$ cat src/rtl/inst_fetch_queue_pkg.sv
// Shared core constants for the fetch path: bus widths, NOP encoding, hold levels, queue depth.
package inst_fetch_queue_pkg;

  localparam int          InstAddrBus   = 32;
  localparam int          Hold_Flag_Bus = 3;
  localparam logic [31:0] ZeroWord      = 32'h0000_0000;
  localparam logic [31:0] INST_NOP      = 32'h0000_0013;

  localparam logic [Hold_Flag_Bus-1:0] Hold_None = 3'b000;
  localparam logic [Hold_Flag_Bus-1:0] Hold_Pc   = 3'b001;
  localparam logic [Hold_Flag_Bus-1:0] Hold_If   = 3'b010;
  localparam logic [Hold_Flag_Bus-1:0] Hold_Id   = 3'b011;

  localparam int         IFQ_DEPTH     = 4;
  localparam logic [2:0] IFQ_COUNT_MAX = 3'(IFQ_DEPTH);
  localparam logic [2:0] IFQ_HOLD_LVL  = 3'(IFQ_DEPTH - 1);

endpackage

$ cat src/rtl/inst_fetch_queue.sv
// 4-entry {pc, inst} queue between fetch and decode; entries appear one cycle after write.
// Asks ctrl to stall pc at 3 entries; a write into a full, non-draining queue is dropped and flagged.
module inst_fetch_queue
  import inst_fetch_queue_pkg::*;
(
  input  logic                     clk,
  input  logic                     rst,
  input  logic                     jtag_reset_flag_i,
  input  logic                     jump_flag_i,
  input  logic [Hold_Flag_Bus-1:0] hold_flag_i,
  input  logic [InstAddrBus-1:0]   pc_i,
  input  logic [31:0]              inst_i,
  input  logic                     inst_valid_i,
  input  logic                     id_ready_i,
  output logic [InstAddrBus-1:0]   pc_o,
  output logic [31:0]              inst_o,
  output logic                     inst_valid_o,
  output logic                     fetch_hold_o,
  output logic                     ovf_o
);

  logic [1:0]             rd_ptr;
  logic [1:0]             wr_ptr;
  logic [2:0]             count;
  logic                   ovf;
  logic [InstAddrBus-1:0] pc_mem   [IFQ_DEPTH];
  logic [31:0]            inst_mem [IFQ_DEPTH];

  logic any_rst;
  logic flush;
  logic rd_en;
  logic wr_en;
  logic drop;

  assign any_rst = rst | jtag_reset_flag_i;
  assign flush   = jump_flag_i;
  assign rd_en   = (count != 3'd0) && id_ready_i && (hold_flag_i < Hold_Id) && !flush;
  // A full queue still accepts a write when the head drains in the same cycle.
  assign wr_en   = inst_valid_i && !flush && ((count != IFQ_COUNT_MAX) || rd_en);
  assign drop    = inst_valid_i && !flush && (count == IFQ_COUNT_MAX) && !rd_en;

  always_ff @(posedge clk) begin
    if (any_rst) begin
      rd_ptr <= 2'd0;
      wr_ptr <= 2'd0;
      count  <= 3'd0;
      ovf    <= 1'b0;
    end else if (flush) begin
      rd_ptr <= 2'd0;
      wr_ptr <= 2'd0;
      count  <= 3'd0;
    end else begin
      if (wr_en) wr_ptr <= wr_ptr + 2'd1;
      if (rd_en) rd_ptr <= rd_ptr + 2'd1;
      case ({wr_en, rd_en})
        2'b10:   count <= count + 3'd1;
        2'b01:   count <= count - 3'd1;
        default: count <= count;
      endcase
      if (drop) ovf <= 1'b1;
    end
  end

  // Storage is never reset; count=0 masks whatever it holds.
  always_ff @(posedge clk) begin
    if (wr_en && !any_rst) begin
      pc_mem[wr_ptr]   <= pc_i;
      inst_mem[wr_ptr] <= inst_i;
    end
  end

  assign inst_valid_o = (count != 3'd0);
  assign pc_o         = inst_valid_o ? pc_mem[rd_ptr]   : ZeroWord;
  assign inst_o       = inst_valid_o ? inst_mem[rd_ptr] : INST_NOP;
  assign fetch_hold_o = (count >= IFQ_HOLD_LVL);
  assign ovf_o        = ovf;

endmodule

$ cat config.mk
export PLATFORM = sky130hd
export DESIGN_NAME = inst_fetch_queue
export DESIGN_NICKNAME = d
export VERILOG_FILES = /design/src/rtl/inst_fetch_queue_pkg.sv /design/src/rtl/inst_fetch_queue.sv
export SDC_FILE = /design/constraint.sdc
export NUM_CORES = 1
export LEC_CHECK = 0
export CAP_MARGIN = 20
export CORE_MARGIN = 4
export CORE_UTILIZATION = 25
export CTS_CLUSTER_SIZE = 16
export DETAILED_ROUTE_END_ITERATION = 16
export SLEW_MARGIN = 10
export SYNTH_ARGS = -nofsm -noshare
export SYNTH_HDL_FRONTEND = slang
export SYNTH_SLANG_ARGS = --single-unit
$ cat constraint.sdc
create_clock -name clk -period 3.9 [get_ports clk]
set_input_delay 0.975 -clock clk [delete_from_list [all_inputs] [get_ports clk]]
set_output_delay 0.975 -clock clk [all_outputs]
set_load 0.02 [all_outputs]
==> flow_summary.json <==
{
  "p_leak_nw": 4.12,
  "p_per_area_nw_per_um2": 442,
  "ant_nets": 0,
  "routedWlPerCell_um": 18.9,
  "syn_to_final_growth_pct": 29.6,
  "overflow": 0,
  "synth_compound_area_share_pct": 1.27,
  "hp-start": "wr_ptr[1]$_SDFFE_PP0P_",
  "dieArea_um2": 44800,
  "clock_path_buffers": 3,
  "drive_above_1_share_pct": 20.0,
  "synth_most_common_cell": "edfxtp_1",
  "rsz0062_at_grt": "false",
  "grt_pass1_vias": 5388,
  "dpl_worst_slack_ps": 310,
  "antenna_found_initial": 1,
  "cts_root_buf": "clkbuf_16",
  "std_cell_rows": 74,
  "pwr-share-clk_pct": 43.8,
  "synth_common_cells": "256 x edfxtp_1, 66 x and2_1, 64 x mux4_2",
  "wl_mm": 22.7,
  "grt_first_pass_wirelength_mm": 34.0,
  "tightestPinTransition_ps": 710,
  "initial_utilization_pct": 25.3,
  "cts_tree": "built",
  "ys_seq_area_share_pct": 76.1,
  "dp_hpwl_mm": 14.6,
  "synthXorXnorAreaFrac_pct": 0.169,
  "synth_simple_gate_area_share_pct": 6.12,
  "crit_type": "reg2out",
  "post-route-period-util_pct": 90.7,
  "crit_chain": "buf_12, mux4_2, and2_1, clkdlybuf4s50_1",
  "dr.first_iter.drc_count": 281,
  "ys_ff_latch": 266,
  "grt_max_degree": 65,
  "fin_nets": 723,
  "p_sw_share_pct": 19.2,
  "crit_family": "buffers and inverters",
  "fin_crit_ps": 3540,
  "min-delay-path-class": "reg2reg",
  "synth_fa_ha_area_share_pct": 0.676,
  "die_w_um": 212,
  "syn_nets": 562,
  "cts_hold_buf": 0,
  "fill_cells": 3939,
  "routabilityCongestion": 0.710,
  "end_kind": "primary output",
  "status": "finished clean",
  "vias_per_cell": 4.19,
  "seq_area_um2": 7900,
  "setup_viol": 0,
  "synth_cell_types": 41,
  "num_vias": 5011,
  "grt_usage_pct": 9.89,
  "io_buffers": 139,
  "ir_worst_vdd_uv": 270,
  "reg2reg_from": "count[1]$_SDFFE_PP0P_",
  "path_buf_inv": 2,
  "diodes": 0,
  "fp.dieH_um": 212,
  "combPwrFrac_pct": 3.2,
  "dr.pass1.iters": 4,
  "slowest_stage": "mux4_2",
  "ios": 140,
  "cts-buffers-inserted": 28,
  "syn-cell-area_um2": 10400,
  "yosysTopAreaCell": "edfxtp_1",
  "multi_input_area_um2": 2310,
  "worst_slack_ps": 361,
  "finalMaxSlewViolations": 0,
  "clock_skew_ps": 6.72,
  "cts_sinks": 266,
  "worstPathArrival_ps": 2560,
  "synth_top_family_by_area": "multiplexers",
  "internal-power_mw": 4.80,
  "synth.area.top_cells": "edfxtp_1 74%, mux4_2 14%, and2_1 4.0%, dfxtp_1 1.9%, buf_6 0.76%",
  "yosysWarningCount": 0,
  "seqPwrFrac_pct": 53.0,
  "timing.slew.headroom_pct": 52.2,
  "synth_top_area_share_pct": 74.1,
  "avgSynthCellArea_um2": 21.4,
  "htree_levels": 1,
  "drcViolationCount": 0,
  "cp_data_required_time_ps": 2920,
  "cts.clk_slew.worst_paths_ps": 60,
  "max_stage_delay_ps": 550,
  "insertion_delay_ps": 520,
  "max_cap_viol_count": 0,
  "synth_edf_count": 256,
  "p_sw_mw": 1.14,
  "async_flop_share_pct": 0,
  "fmax_ghz": 0.283,
  "synthFlopType": "edfxtp_1",
  "hold_viol": 0,
  "cts_resized": 0,
  "startpoint_type": "flop",
  "critPathMaxFanout": 31,
  "core_um2": 40900,
  "synthMuxAreaShare_pct": 14.0,
  "finalSetupTns_ps": 0,
  "synthCells": 484
}
-- power groups by stage --
stage	Clock, mW	Combinational, mW	Sequential, mW
floorplan	0	0.0528	3.21
global placement	0	0.190	3.21
detailed placement	0	0.193	3.21
CTS	2.68	0.194	3.15
global route	2.82	0.205	3.15
finish	2.60	0.190	3.15
-- placed cells by master, fill, tap and decap left out, types with 2 or more instances in the layout --
cell type | Yosys | final
edfxtp_1 | 256 | 256
clkinvlp_4 | 0 | 2
clkinv_1 | 0 | 7
or3_1 | 3 | 3
clkdlybuf4s50_1 | 0 | 139
nor3b_2 | 2 | 2
buf_4 | 0 | 5
and2_4 | 0 | 4
nand2_1 | 3 | 3
or2_1 | 3 | 3
dfxtp_4 | 0 | 2
and2_1 | 66 | 62
bufinv_16 | 0 | 3
mux4_2 | 64 | 64
clkbuf_16 | 0 | 29
buf_12 | 0 | 10
clkbuf_1 | 6 | 6
inv_1 | 6 | 6
dfxtp_1 | 10 | 8
clkinv_2 | 0 | 2
a21oi_1 | 5 | 5
nor3_1 | 4 | 4
ha_1 | 4 | 4
nor4_1 | 2 | 2
o21ai_0 | 3 | 3
nand2b_1 | 4 | 4
nor2_1 | 4 | 4
-- timing repair --
| action | 4_1_cts | 5_1_grt |
|---|---|---|
| buffers inserted | 0 | 3 |
| setup endpoints to repair | 0 | 6 |
| hold endpoints to repair | 0 | 0 |
-- per-layer routing --
layer	global-route usage, %	up-vias	routed length [um]
met5	0	-	11
met4	1.84	2	393
met3	1.90	32	1220
met2	16.2	147	11000
met1	13.9	2552	10100
li1	-	2278	-
-- layout make-up --
class	instances	share of cell area (%)
clock buffers	35	5.57
clock inverters	15	1.17
inverters	7	0.196
multi-input cells	188	17.2
flip-flops and latches	266	58.8
well taps	532	4.95
repair buffers	154	12.1
-- final timing paths --
path / end / slack, ps / depth (start not counted)
setup reg to reg: inst_mem[2][5]$_DFFE_PP_ / 1440 / 5
hold reg to reg: wr_ptr[1]$_SDFFE_PP0P_ / 550 / 2
setup / recovery: pc_o[30] / 360 / 4
hold / removal: wr_ptr[1]$_SDFFE_PP0P_ / 550 / 2
-- sequential cells by signal, indices dropped and copies added (netlist names), named ones only --
name / cells
wr_ptr: 2
pc_mem: 128
rd_ptr: 2
inst_mem: 128
ovf_o: 1
count: 3
-- logic make-up (layout without fill, tap and decap cells) --
| group | count (synthesis) | count (layout) |
|---|---|---|
| DFF | 266 | 266 |
| and+or+nand+nor | 100 | 100 |
| muxes | 65 | 65 |
| buffers and inverters | 30 | 211 |
| AOI/OAI and AO/OA | 16 | 16 |
| adders and majority gates | 5 | 5 |
| xor gates and xnor gates | 2 | 2 |
-- worst min-delay path: stages, from the launching register on --
cell and delay [ps]:
dfxtp_1 350, o21ai_0 90, a21oi_1 70
-- metrics by stage --
stage | cells | hold slack [ps] | power, mW | util (%) | instance area [um2]
5_1_grt | 1197 | 574 | 6.17 | 32.8 | 13400
3_5_place_dp | 1144 | 530 | 3.40 | 30.6 | 12500
3_3_place_gp | 1144 | 532 | 3.40 | 30.6 | 12500
2_1_floorplan | 484 | 487 | 3.26 | - | 10400
4_1_cts | 1194 | 548 | 6.02 | 32.8 | 13400
6_report | 1197 | 547 | 5.94 | 32.8 | 13400
Power figures use the tool's default switching activity.
